`src/rtl/seq_pkg.sv`:
```
// Shared definitions for the serial pattern generator and the 1011 detector side.
package seq_pkg;

    typedef enum logic [1:0] {
        ST_IDLE  = 2'd0,
        ST_SHIFT = 2'd1,
        ST_GAP   = 2'd2,
        ST_DONE  = 2'd3
    } seq_state_e;

    localparam logic [3:0] SEQ_DEFAULT_PAT = 4'b1011;

    // Counter width that can hold 0..n-1, never narrower than one bit.
    function automatic int cnt_width(input int n);
        return (n > 1) ? $clog2(n) : 1;
    endfunction

endpackage

```
`src/rtl/seq_piso_shreg.sv`:
```
// Parallel-in, serial-out shift register. Load wins over shift; exposes the MSB
// of the value being written so the owner can register it alongside its own state.
module seq_piso_shreg #(
    parameter int W = 4
) (
    input  logic         clk,
    input  logic         reset_n,
    input  logic         load_i,
    input  logic         shift_i,
    input  logic [W-1:0] data_i,
    output logic         next_msb_o
);

    logic [W-1:0] sh_q;
    logic [W-1:0] sh_d;

    // NOTE: hold is assigned first so every path through the block drives sh_d and no latch is inferred.
    always_comb begin
        sh_d = sh_q;
        if (load_i) begin
            sh_d = data_i;
        end else if (shift_i) begin
            sh_d = sh_q << 1;
        end
    end

    // NOTE: non-blocking assignment so every flop samples pre-edge values regardless of block order.
    always_ff @(posedge clk or negedge reset_n) begin
        if (!reset_n) begin
            sh_q <= '0;
        end else begin
            sh_q <= sh_d;
        end
    end

    assign next_msb_o = sh_d[W-1];

endmodule

```
`src/rtl/seq_gen_serial.sv`:
```
// Serial pattern transmitter: sends a latched pattern MSB-first for rep_in+1 bursts
// separated by GAP idle cycles, with a valid/ready load port and synchronous abort.
module seq_gen_serial
    import seq_pkg::*;
#(
    parameter int PAT_W = $bits(SEQ_DEFAULT_PAT),
    parameter int CNT_W = 4,
    parameter int GAP   = 1
) (
    input  logic             clk,
    input  logic             reset_n,
    input  logic [PAT_W-1:0] pat_in,
    input  logic [CNT_W-1:0] rep_in,
    input  logic             load_valid,
    output logic             load_ready,
    input  logic             abort,
    output logic             ser_bit,
    output logic             ser_valid,
    output logic             busy,
    output logic             done
);

    localparam int BIT_W = cnt_width(PAT_W);
    localparam int GAP_W = cnt_width(GAP);
    localparam logic [BIT_W-1:0] BIT_LAST = BIT_W'(PAT_W - 1);
    localparam logic [GAP_W-1:0] GAP_LAST = GAP_W'((GAP > 0) ? GAP - 1 : 0);

    seq_state_e       state_q;
    logic [PAT_W-1:0] pat_q;
    logic [CNT_W-1:0] rep_q;
    logic [BIT_W-1:0] bit_q;
    logic [GAP_W-1:0] gap_q;
    logic             ser_bit_q;
    logic             ser_valid_q;
    logic             busy_q;
    logic             done_q;

    logic             accept;
    logic             bit_last;
    logic             gap_last;
    logic             shifting;
    logic             sh_load;
    logic             sh_shift;
    logic [PAT_W-1:0] sh_data;
    logic             sh_next_msb;

    assign load_ready = (state_q == ST_IDLE) && !abort;
    assign accept     = load_valid && load_ready;
    assign bit_last   = (bit_q == BIT_LAST);
    assign gap_last   = (gap_q == GAP_LAST);
    assign shifting   = (state_q == ST_SHIFT) && !abort;

    // Reload at a burst end that has more bursts to go, so the next burst (after
    // the gap, or immediately when GAP==0) starts from the latched pattern.
    assign sh_load  = accept || (shifting && bit_last && (rep_q != '0));
    assign sh_shift = shifting;
    assign sh_data  = accept ? pat_in : pat_q;

    seq_piso_shreg #(
        .W(PAT_W)
    ) u_shreg (
        .clk       (clk),
        .reset_n   (reset_n),
        .load_i    (sh_load),
        .shift_i   (sh_shift),
        .data_i    (sh_data),
        .next_msb_o(sh_next_msb)
    );

    always_ff @(posedge clk or negedge reset_n) begin
        if (!reset_n) begin
            state_q     <= ST_IDLE;
            pat_q       <= '0;
            rep_q       <= '0;
            bit_q       <= '0;
            gap_q       <= '0;
            ser_bit_q   <= 1'b0;
            ser_valid_q <= 1'b0;
            busy_q      <= 1'b0;
            done_q      <= 1'b0;
        end else if (abort && (state_q != ST_IDLE)) begin
            state_q     <= ST_IDLE;
            rep_q       <= '0;
            bit_q       <= '0;
            gap_q       <= '0;
            ser_bit_q   <= 1'b0;
            ser_valid_q <= 1'b0;
            busy_q      <= 1'b0;
            done_q      <= 1'b0;
        end else begin
            done_q <= 1'b0;
            case (state_q)
                ST_IDLE: begin
                    if (accept) begin
                        state_q     <= ST_SHIFT;
                        pat_q       <= pat_in;
                        rep_q       <= rep_in;
                        bit_q       <= '0;
                        ser_valid_q <= 1'b1;
                        ser_bit_q   <= sh_next_msb;
                        busy_q      <= 1'b1;
                    end
                end
                ST_SHIFT: begin
                    if (!bit_last) begin
                        bit_q     <= bit_q + BIT_W'(1);
                        ser_bit_q <= sh_next_msb;
                    end else begin
                        bit_q <= '0;
                        if (rep_q == '0) begin
                            state_q     <= ST_DONE;
                            ser_valid_q <= 1'b0;
                            ser_bit_q   <= 1'b0;
                            busy_q      <= 1'b0;
                            done_q      <= 1'b1;
                        end else if (GAP > 0) begin
                            state_q     <= ST_GAP;
                            rep_q       <= rep_q - CNT_W'(1);
                            gap_q       <= '0;
                            ser_valid_q <= 1'b0;
                            ser_bit_q   <= 1'b0;
                        end else begin
                            rep_q     <= rep_q - CNT_W'(1);
                            ser_bit_q <= sh_next_msb;
                        end
                    end
                end
                ST_GAP: begin
                    if (gap_last) begin
                        state_q     <= ST_SHIFT;
                        ser_valid_q <= 1'b1;
                        ser_bit_q   <= sh_next_msb;
                    end else begin
                        gap_q <= gap_q + GAP_W'(1);
                    end
                end
                ST_DONE: begin
                    state_q <= ST_IDLE;
                end
                default: begin
                    state_q <= ST_IDLE;
                end
            endcase
        end
    end

    assign ser_bit   = ser_bit_q;
    assign ser_valid = ser_valid_q;
    assign busy      = busy_q;
    assign done      = done_q;

endmodule

```
`config.mk`:
```
export PLATFORM = sky130hd
export DESIGN_NAME = seq_gen_serial
export DESIGN_NICKNAME = d
export VERILOG_FILES = /design/src/rtl/seq_pkg.sv /design/src/rtl/seq_piso_shreg.sv /design/src/rtl/seq_gen_serial.sv
export SDC_FILE = /design/constraint.sdc
export NUM_CORES = 1
export LEC_CHECK = 0
export CORE_UTILIZATION = 50
export CTS_BUF_LIST = sky130_fd_sc_hd__clkbuf_4 sky130_fd_sc_hd__clkbuf_8
export DETAILED_ROUTE_END_ITERATION = 8
export HOLD_SLACK_MARGIN = 0.12
export PLACE_DENSITY = 0.79
export SYNTH_ARGS = -nofsm -noshare
export SYNTH_HDL_FRONTEND = slang
export SYNTH_SLANG_ARGS = --single-unit
```
`constraint.sdc`:
```
create_clock -name clk -period 5.2 [get_ports clk]
set_clock_uncertainty 0.15 [all_clocks]
set_input_delay 0.52 -clock clk [delete_from_list [all_inputs] [get_ports clk]]
set_output_delay 0.52 -clock clk [all_outputs]
set_load 0.02 [all_outputs]
```
; ---- Yosys cells after proc, flatten, opt, wreduce, memory -nomap -nowiden
; Index checks and enable logic that the tools add are counted.
[op_classes]
add_sub_neg = 3
eq_ne = 9
n_mux = 41
bitwise = 1
reduce_logical = 24
[op_table]
columns = operator, count
row1 = $mux W4, 7
row2 = $mux W1, 20
row3 = $mux W2, 7
row4 = $reduce_and A4 Y1, 3
row5 = $reduce_and A3 Y1, 3
row6 = $pmux W2 S4, 1
row7 = $pmux W4 S2, 1
row8 = $reduce_bool A4 Y1, 2
row9 = $eq A2 B2 Y1 const B, 3
row10 = $logic_and A1 B1 Y1, 6
row11 = $ne A3 B2 Y1 const B, 2
row12 = $ne A3 B3 Y1 const B, 2
row13 = $pmux W1 S3, 2
row14 = $reduce_bool A3 Y1, 2
row15 = $logic_not A4 Y1, 1
row16 = $pmux W1 S2, 2
row17 = $pmux W2 S2, 1
row18 = $reduce_and A2 Y1, 2
row19 = $reduce_bool A2 Y1, 2
row20 = $sub A4 B1 Y4 const B, 1
row21 = $ne A3 B1 Y1 const B, 1
row22 = $add A2 B1 Y2 const B, 1
row23 = $eq A2 B1 Y1 const B, 1
row24 = $logic_not A2 Y1, 1
row25 = other kinds (4), 4
[totals]
register_bits = 21
input_bits = 12
word_cells = 89

; ---- Logic depth before layout (Yosys ltp)
[logic_depth]
ltp_word = 9
depth_mapped = 7
mapped_depth_nobuf = 6

; ---- Modules after synthesis
; A second synthesis with hierarchy kept.
[unflattened]
cells_unflattened = 116
area_unflattened_um2 = 1191.1
[by_module_without_submodules]
columns = module, instances, cells_each, area_per_inst_um2, seq_area_each_um2
row1 = seq_gen_serial, 1, 100, 1019.7, 400.4
row2 = seq_piso_shreg, 1, 16, 171.4, 100.1

; ---- Worst setup path after synthesis
; OpenSTA, ideal clock, no wires.
[synth_timing]
path_type = input port to output port
start = input port abort
end = output port load_ready
t_arrival_ns = 1.324
required_ns = 4.530
path_slack_ns = 3.206
cell_stages = 3
cell_sequence = clkbuf_2 -> buf_2 -> nor3_1
[synth_between]
elab_chain_len = 2
[synth_lines]
columns = element, line
row1 = start: declaration, seq_gen_serial.sv:16  ; input logic abort,
row2 = $logic_not A1 Y1, seq_gen_serial.sv:47  ; assign load_ready = (state_q == ST_IDLE) && !abort;
row3 = $logic_and A1 B1 Y1, seq_gen_serial.sv:47
row4 = end: declaration, seq_gen_serial.sv:15  ; output logic load_ready,
; No other way between the ends.

; ---- Final worst setup path
; Ends and elaborated chain as after synthesis.

==> summary.md <==
| Metric | Value |
|---|---|
| Syn. warnings | `0` |
| Post-synthesis sequential area ratio | `0.4320` |
| Final number of setup-violating endpoints | `0` |
| CTS resizes | `0` |
| Fmax | `approximately 360 MHz` |
| Post-synth ARST share | `1.000` |
| WL final | `2420 um` |
| Most numerous cell in the Yosys netlist | `dfrtp_1` |
| Hold Path Sink | `pat_q[3]$_DFFE_PN0P_` |
| Final #Nets | `~150` |
| Design area | `approximately 0.0014 mm^2` |
| Ratio of cells with drive above 1 in the final layout | `0.08029` |
| Initial antenna violation count | `0` |
| Synthesized area | `0.001159 mm^2` |
| Antenna Nets Post-Route | `0` |
| Logic pwr share | `0.275` |
| Largest area contributor in the netlist | `dfrtp_1` |
| Synth top area share | `0.4320` |
| Worst Hold Class | `reg -> reg` |
| Post-Layout Cell Count | `between 150 and 200` |
| Hold path cells | `2` |
| Port Buf Inserts | `16` |
| Die Span Y | `~50 um` |
| Top FF cell, synth | `dfrtp_1` |
| Post-synth top cells | `20 x dfrtp_1, 13 x o21ai_0, 12 x nand2_1, 8 x a21oi_1` |
| Largest net degree at the start of global routing | `21` |
| Clock buffer depth | `2` |
| Number of global-route vias before repair | `just under 1000` |
| Fillers | `between 200 and 250` |
| CP Capture Type | `primary output` |
| #FFs+latches synth | `20` |
| Hold-fix buffers at CTS | `0` |
| Sink Count | `20` |
| Vias per cell | `6.097` |
| Initial Utilization | `0.5288` |
| Mux share of post-synthesis cell area | `0.04644` |
| Global-route wire length before repair | `4278 um` |
| Rel. slew slack | `0.4092` |
| Pre-antenna DRT Iters | `4` |
| CTS tree | `built` |
| Register area | `around 500 um^2` |
| R2r startpoint | `state_q[1]$_DFFE_PN0P_` |
| Placed insts | `between 150 and 200` |
| Part of the power in the clock network | `0.227` |
| GRT overflow | `0` |
| Internal power | `about 280 uW` |
| Slowest-stage cell, CP | `clkdlybuf4s50_1` |
| Area Growth Syn to Fin | `16.74%` |
| Crit-path cells | `clkdlybuf4s50_1 > nor3_1 > clkdlybuf4s50_1` |
| Reg2reg setup slack | `between 3000 and 4000 ps` |
| Largest family of logic cells by synthesized area | `simple AND/OR/NAND/NOR gates` |
| Overall fraction of global-route tracks in use | `0.2337` |
| Routability-driven placement congestion ratio | `0.8116` |
| Switching power | `around 130 uW` |
| Post-DP Area | `approximately 0.0013 mm^2` |
| Reg2Reg Depth | `3` |
| Period Utilization, post-route | `0.5385` |
| CTS root buf | `clkbuf_4` |
| RSZ-0062 raised after global routing | `no` |
| DP HPWL | `roughly 1800 um` |
| Hold Slack | `347.7 ps` |
| Final-report max-slew violation count | `0` |
| CP max FO | `17` |
| CP max stage delay | `710 ps` |
| Die area | `about 0.0025 mm^2` |
| Critical path class | `in -> out` |
| Total CTS buffers | `3` |
| Yosys cell types | `39` |
| Post-Synth XOR/XNOR Area | `0` |
| Req. time, crit path | `4530 ps` |
| Top cell by count, worst path | `clkdlybuf4s50_1` |
| Initial DRC count | `12` |
| Max Cap Viol | `0` |
| Tmin final | `2800 ps` |
| Site Rows | `17` |
| Clock transition at the registers of the reported paths | `~120 ps` |
| H-tree depth | `1` |
| Core ar. | `approximately 0.0022 mm^2` |
| Sw Ratio | `0.3121` |
| Mapped Cells | `124` |
| Worst-Margin Slew | `around 880 ps` |
| Flop pwr share | `0.498` |
| Syn_area_per_cell | `a little over 9 um^2` |
| Clock Latency Late Sink | `between 300 and 400 ps` |
| Synth Net Count | `roughly 140` |
| Die width | `~50 um` |
| Multi-input gate area in the final layout | `605.6 um^2` |
| Worst vdd ir | `between 0.0002 and 0.00025 V` |
| N_diodes | `0` |
| Setup bufs post-CTS | `0` |
| EDFF count, synth | `0` |
| Critical path arrival | `2130 ps` |
| Min-delay src | `pat_q[3]$_DFFE_PN0P_` |
| Simple logic cell fraction of the synthesized area | `0.2376` |
| LEAKAGE | `about 0.00056 uW` |
| RR Endpoint | `u_shreg.sh_q[0]$_DFFE_PN0P_` |
| Synth Area in Compound Gates | `0.2171` |
| Startpoint Class | `input port` |
| DRC Markers | `0` |
| # IOs | `17` |
| Final Hold Fails | `0` |
| Synth top area cells | `dfrtp_1 43%, o21ai_0 5.6%, nand2_1 3.9%` |
| Status | `finished, final reports clean` |
| Via Count | `roughly 1000` |
| Pwr dens | `302.5 mW/mm^2` |
| Post-synthesis adder-cell area fraction | `0.02160` |
| WL/cell | `14.67 um` |
| Setup TNS | `0 ps` |
==> how the worst max path moves through the flow <==
| stage | from | to | slack (ps) | depth (start not counted) |
|---|---|---|---|---|
| final | abort | load_ready | 2400 | 3 |
| after global routing | abort | load_ready | 2300 | 3 |
| after CTS | abort | load_ready | 2410 | 3 |
| after detailed placement | abort | load_ready | 2400 | 3 |
| after global placement | abort | load_ready | 2410 | 3 |
| after floorplan | abort | load_ready | 3210 | 3 |
==> power by group through the flow <==
stage	Sequential (uW)	Clock, uW	Combinational, uW
finish	204	92.8	113
global route	208	104	126
CTS	203	96.3	113
detailed placement	207	0	112
global placement	205	0	110
floorplan	206	0	73.0
==> worst max-delay path: cells and delay by family <==
kind          cells  cell delay [ps]
buf+inv           2             1350
simple gates      1              260
==> metrics by stage <==
stage / util / worst slack [ps] / power (uW)
floorplan: - / 3206 / 278.9
global placement: 0.6008 / 2411 / 315.1
detailed placement: 0.6008 / 2401 / 318.6
CTS: 0.6174 / 2409 / 412.4
global route: 0.6174 / 2299 / 437.4
finish: 0.6174 / 2400 / 409.2
==> routing by layer <==
layer	routed length [um]	GRT usage
met1	1021	0.2768
met2	1245	0.4000
met3	105	0.03636
met4	47	0.1286
met5	0	0
==> layout make-up <==
type,count,area share
Multi-Input combinational cell,93,0.4477
Sequential cell,20,0.3700
Timing Repair Buffer,16,0.1184
Clock buffer,4,0.02683
Tap cell,28,0.02590
Inverter,4,0.01110
==> flip-flops by register name, indices dropped and copies added, names as in the netlist <==
register      flops
pat_q             4
done              1
ser_valid         1
rep_q             4
ser_bit           1
busy              1
u_shreg.sh_q      4
bit_q             2
state_q           2
==> layout by cell type (no fill, tap or decap), types with 2 or more instances in the layout <==
cell type and n:
a21oi_1 8, a2bb2oi_1 3, a31oi_1 3, a32oi_1 2, and2_1 2, and3_1 2
clkbuf_4 3, clkdlybuf4s50_1 16, dfrtp_1 20, ha_1 2, inv_1 4, mux2_2 3
mux2i_1 2, nand2_1 12, nand2b_1 4, nor2_1 6, nor2b_1 4, nor3_1 6
o211ai_1 2, o21ai_0 13, o22ai_1 2, or3b_1 2
==> kinds of logic (layout without fill, tap and decap cells) <==
logic type / after synthesis / in the layout
fa+ha+maj: 2 / 2
mux: 5 / 5
buf+inv: 11 / 24
simple gates: 46 / 46
flops: 20 / 20
compound gates: 40 / 40
(Power assumes the default switching activity.)
==> RTL change 1: new RTL, config.mk and constraints unchanged <==
Re-encode `seq_state_e` (4 states) as one-hot, 4 bits wide.
--- a/src/rtl/seq_pkg.sv
+++ b/src/rtl/seq_pkg.sv
@@ -1,11 +1,11 @@
 // Shared definitions for the serial pattern generator and the 1011 detector side.
 package seq_pkg;
 
-    typedef enum logic [1:0] {
-        ST_IDLE  = 2'd0,
-        ST_SHIFT = 2'd1,
-        ST_GAP   = 2'd2,
-        ST_DONE  = 2'd3
+    typedef enum logic [3:0] {
+        ST_IDLE  = 4'b0001,
+        ST_SHIFT = 4'b0010,
+        ST_GAP   = 4'b0100,
+        ST_DONE  = 4'b1000
     } seq_state_e;
 
     localparam logic [3:0] SEQ_DEFAULT_PAT = 4'b1011;
Behaviour: same outputs for any inputs over 10 cycles, from zero or initial values and one cycle with reset_n low; not proved beyond that.
==> RTL change 1 against the unedited design <==
Worst hold slack better by 0.015 ns. Routed wire length down 15%. Cell count down 6.7%. Final area down 1.4%. Setup slack better by 0.098 ns. Count of clock-buffer cells in the layout down 1. Sequential cell count up 2. Synthesized area down 2.3%. Sequential share of layout area up 4.4 points. Die area down 2.2%. Critical path type unchanged.
Power is not compared: it rests on default switching activity, and its combinational part moved more than twofold at a synthesized area within 25%.
==> RTL change 1: results (changes against the unedited design) <==
grt_pass1_vias: 862  # -12%
yosysWarnings: 0  # unchanged
slew_headroom_pct: 38.1  # -2.8 points
seq_area_frac_synth_pct: 48.7  # +5.5 points
wl_um: 2050  # -15%
first_pass_iters: 4  # unchanged
arrival_ns: 2.03  # -0.10 ns
clk-insertion-delay-late_ns: 0.31  # about the same
gp_congestion: 0.861  # +6.1%
track_usage_pct: 19.6  # -3.7 points
io_buffers: 16  # unchanged
worstReg2RegStart: "state_q[0]"
antenna_found_initial: 0  # unchanged
grt_max_degree: 23  # +9.5%
dpl-instance-area_um2: 1280  # -2.7%
vias: 888  # -12%
crit_start: "abort"
status: "finished clean"
hp-class: "reg2reg"
leakage_nw: 0.592
grt_pass1_wl_um: 3640  # -15%
fillers: 186  # -10%
synthTopCellsByArea: "dfrtp_1 46%, mux2_2 5.0%, nor2_1 5.0%"
dpl.hpwl_um: 1530  # -13%
cts_buffers: 3  # unchanged
coreArea_um2: 2040  # -6.8%
drtIter0Drc: 11  # -1
ys_top_cells_by_count: "21 x dfrtp_1, 15 x nor2_1, 9 x a21oi_1, 9 x nand2_1, 7 x inv_1"
clockBufferDepth: 2  # unchanged
worstPathMaxFanout: 9  # -8
fin_nets: 142  # -6.6%
peakVddDrop_v: 0.000307
syn_nets: 128  # -7.2%
n_antenna_cell: 0  # unchanged
root_buffer: "clkbuf_4"
pre_cts_slack_ns: 2.27  # -0.132 ns
post_cts_buffers: 0  # unchanged
synthArstFlopShare_pct: 100  # unchanged
min_from: "pat_q[1]"
layout-drive-gt1-share_pct: 11.0  # +3.0 points
clk_pin_slew_ns: 0.12  # about the same
synth_cell_types: 34  # -13%
[RTL change 1: per-stage QoR]
step | utilization [%] | cells
finish | 65.3 | 154
global route | 65.3 | 154
CTS | 65.3 | 154
detailed placement | 62.7 | 150
global placement | 62.7 | 150
floorplan | - | 114
[RTL change 1: routing by layer]
| metal | part of all wire (%) | vias to the layer above | global-route usage, % |
|---|---|---|---|
| met4 | 1.4 | 0 | 7.62 |
| met1 | 45 | 427 | 24.5 |
| met2 | 49 | 24 | 33.6 |
| met3 | 4.4 | 5 | 3.40 |
| met5 | 0 | - | 0 |
| li1 | - | 432 | - |
[RTL change 1: where the power goes]
group	total (mW)	internal (mW)	leakage, nW	switching, mW
clock network	0.130	0.0780	0.0279	0.0516
registers	0.278	0.237	0.270	0.0402
logic	0.248	0.123	0.294	0.125
[RTL change 1: logic make-up (layout without fill, tap and decap cells)]
kind of cell    count (synthesis)  in the layout  synth area share, %
compound gates                 32             32                 19.4
fa+ha+maj                       2              2                 2.21
buf+inv                        14             27                 6.30
flops                          22             22                 48.7
mux                             7              7                 7.18
simple gates                   37             37                 16.1
[RTL change 1: cell type report]
cell class                 count  area share, %
timing repair buffer          16           12.0
inverter                       7           1.97
multi-input combinational     78           38.2
tap                           27           2.53
clock buffer                   3           1.69
sequential                    22           41.4
clock inverter                 1           2.25
[RTL change 1: worst paths after layout]
path,endpoint,slack (ns),cells past startpoint
worst max-delay path,load_ready,2.50,3
worst min-delay path,pat_q[1],0.36,1
worst max register to register,ser_bit,2.92,5
worst min register to register,pat_q[1],0.36,1
max in group asynchronous,bit_q[0],3.78,1
min in group asynchronous,pat_q[1],0.57,1
[RTL change 1: critical path, cell delays in order]
cell             delay [ns]
clkdlybuf4s50_1        0.55
nor4_1                 0.32
clkdlybuf4s50_1        0.64
==> RTL change 2: new RTL, config.mk and constraints unchanged <==
Made on the original files. Change the parameter `CNT_W` from 4 to 3.
--- a/src/rtl/seq_gen_serial.sv
+++ b/src/rtl/seq_gen_serial.sv
@@ -4,7 +4,7 @@
     import seq_pkg::*;
 #(
     parameter int PAT_W = $bits(SEQ_DEFAULT_PAT),
-    parameter int CNT_W = 4,
+    parameter int CNT_W = 3,
     parameter int GAP   = 1
 ) (
     input  logic             clk,
Ports: changed (resized rep_in); port bits go from 17 to 16. The function was not compared with the original's and may differ.
==> RTL change 2 against the unedited design <==
Combinational power increased by 21%. Sequential share of layout area is 0.55 points higher. Clock power shrank 10%. Sequential cell count decreased by 1. Synthesized area decreased by 3.8%. Final area down 6.4%. Worst hold slack improved by 0.0084 ns. Total power up 2.1%. First-iteration DRC count grew 92%. Utilization increased by 0.89 points. Cell count decreased by 10%. Setup slack got worse by 0.071 ns. Register-to-register slack worse by 0.17 ns. Routed wire length is 12% lower. Largest cell class unchanged. Highest routed layer unchanged.
==> RTL change 2: results (changes against the unedited design) <==
ys_top_cells_by_count: "19 x dfrtp_1, 12 x nand2_1, 9 x inv_1"
wl_met1_um: 979  # -4.1%
synth_fa_ha_area_share_pct: 3.37  # +1.2 points
gp_congestion: 0.768  # -5.4%
drtIter0Drc: 23  # +11
period_needed_ns: 2.87  # +0.0714 ns
antenna_found_initial: 0  # unchanged
synthTopCellsByArea: "dfrtp_1 43%, buf_6 4.0%, mux2_2 4.0%"
grt_pass1_wl_um: 3800  # -11%
grtUsageMet3_pct: 3.43  # -0.21 points
seq_area_frac_synth_pct: 42.6  # -0.55 points
status: "finished clean"
synth_mux_area_share_pct: 8.98  # +4.3 points
worstPathMaxFanout: 13  # -4
dpl-instance-area_um2: 1240  # -6.1%
track_usage_pct: 20.6  # -2.8 points
peakVddDrop_v: 0.000184  # -10%
vias_per_cell: 5.47  # -10%
top_regs: "pat_q (4), u_shreg.sh_q (4), rep_q (3)"
synthesis.instances: 108  # -13%
io_buffers: 15  # -1
fin_cells: 148  # -10%
routed.top_layer: "met4"
met2_length_um: 998  # -20%
layout-drive-gt1-share_pct: 17.4  # +9.3 points
post_cts_buffers: 0  # unchanged
clk_pin_slew_ns: 0.10  # -0.02 ns
synth_cell_types: 36  # -7.7%
arrival_ns: 2.20  # +0.07 ns
timing.rr.end: "ser_bit"
pre_cts_slack_ns: 2.31  # -0.0906 ns
max_stage_delay_ns: 0.67  # -0.04 ns
r2r.worst_path.cells: 4  # +1
r2r_slack_ns: 2.94  # -0.17 ns
leakage_nw: 0.559  # +0.43%
grt_pass1_vias: 855  # -13%
dp_cells: 144  # -11%
synth_xor_area_share_pct: 0.786  # +0.79 points
grtUsageMet2_pct: 32.4  # -7.6 points
tightest_slew_ns: 0.846  # -0.0375 ns
dpl.hpwl_um: 1560  # -11%
==> RTL change 2: report_power, final <==
group          internal, mW  total [mW]  switching, mW
Clock                0.0352      0.0834         0.0482
Sequential            0.178       0.198         0.0194
Combinational        0.0724       0.137         0.0645
==> RTL change 2: how the worst min path moves through the flow <==
stage,cells after the start,end,from,slack [ns]
5_1_grt,1,pat_q[3],pat_q[3],0.38
3_5_place_dp,2,pat_q[0],pat_q[0],0.33
3_3_place_gp,2,pat_q[0],pat_q[0],0.32
4_1_cts,2,pat_q[0],pat_q[0],0.36
2_1_floorplan,0,bit_q[0],reset_n,0.07
6_report,2,pat_q[0],pat_q[0],0.36
==> RTL change 2: final cells by class <==
class                           instances  area (µm²)
Tap cell                               27        33.8
Fill cell                             173         756
Timing Repair Buffer                   15         150
Sequential cell                        19         475
Inverter                                9        33.8
Clock buffer                            4        30.0
Multi-Input combinational cell         74         543
==> RTL change 2: worst min-delay path, stage by stage, from the launching register on <==
cell	delay (ns)
dfrtp_1	0.37
nand2_1	0.06
nand2_1	0.06
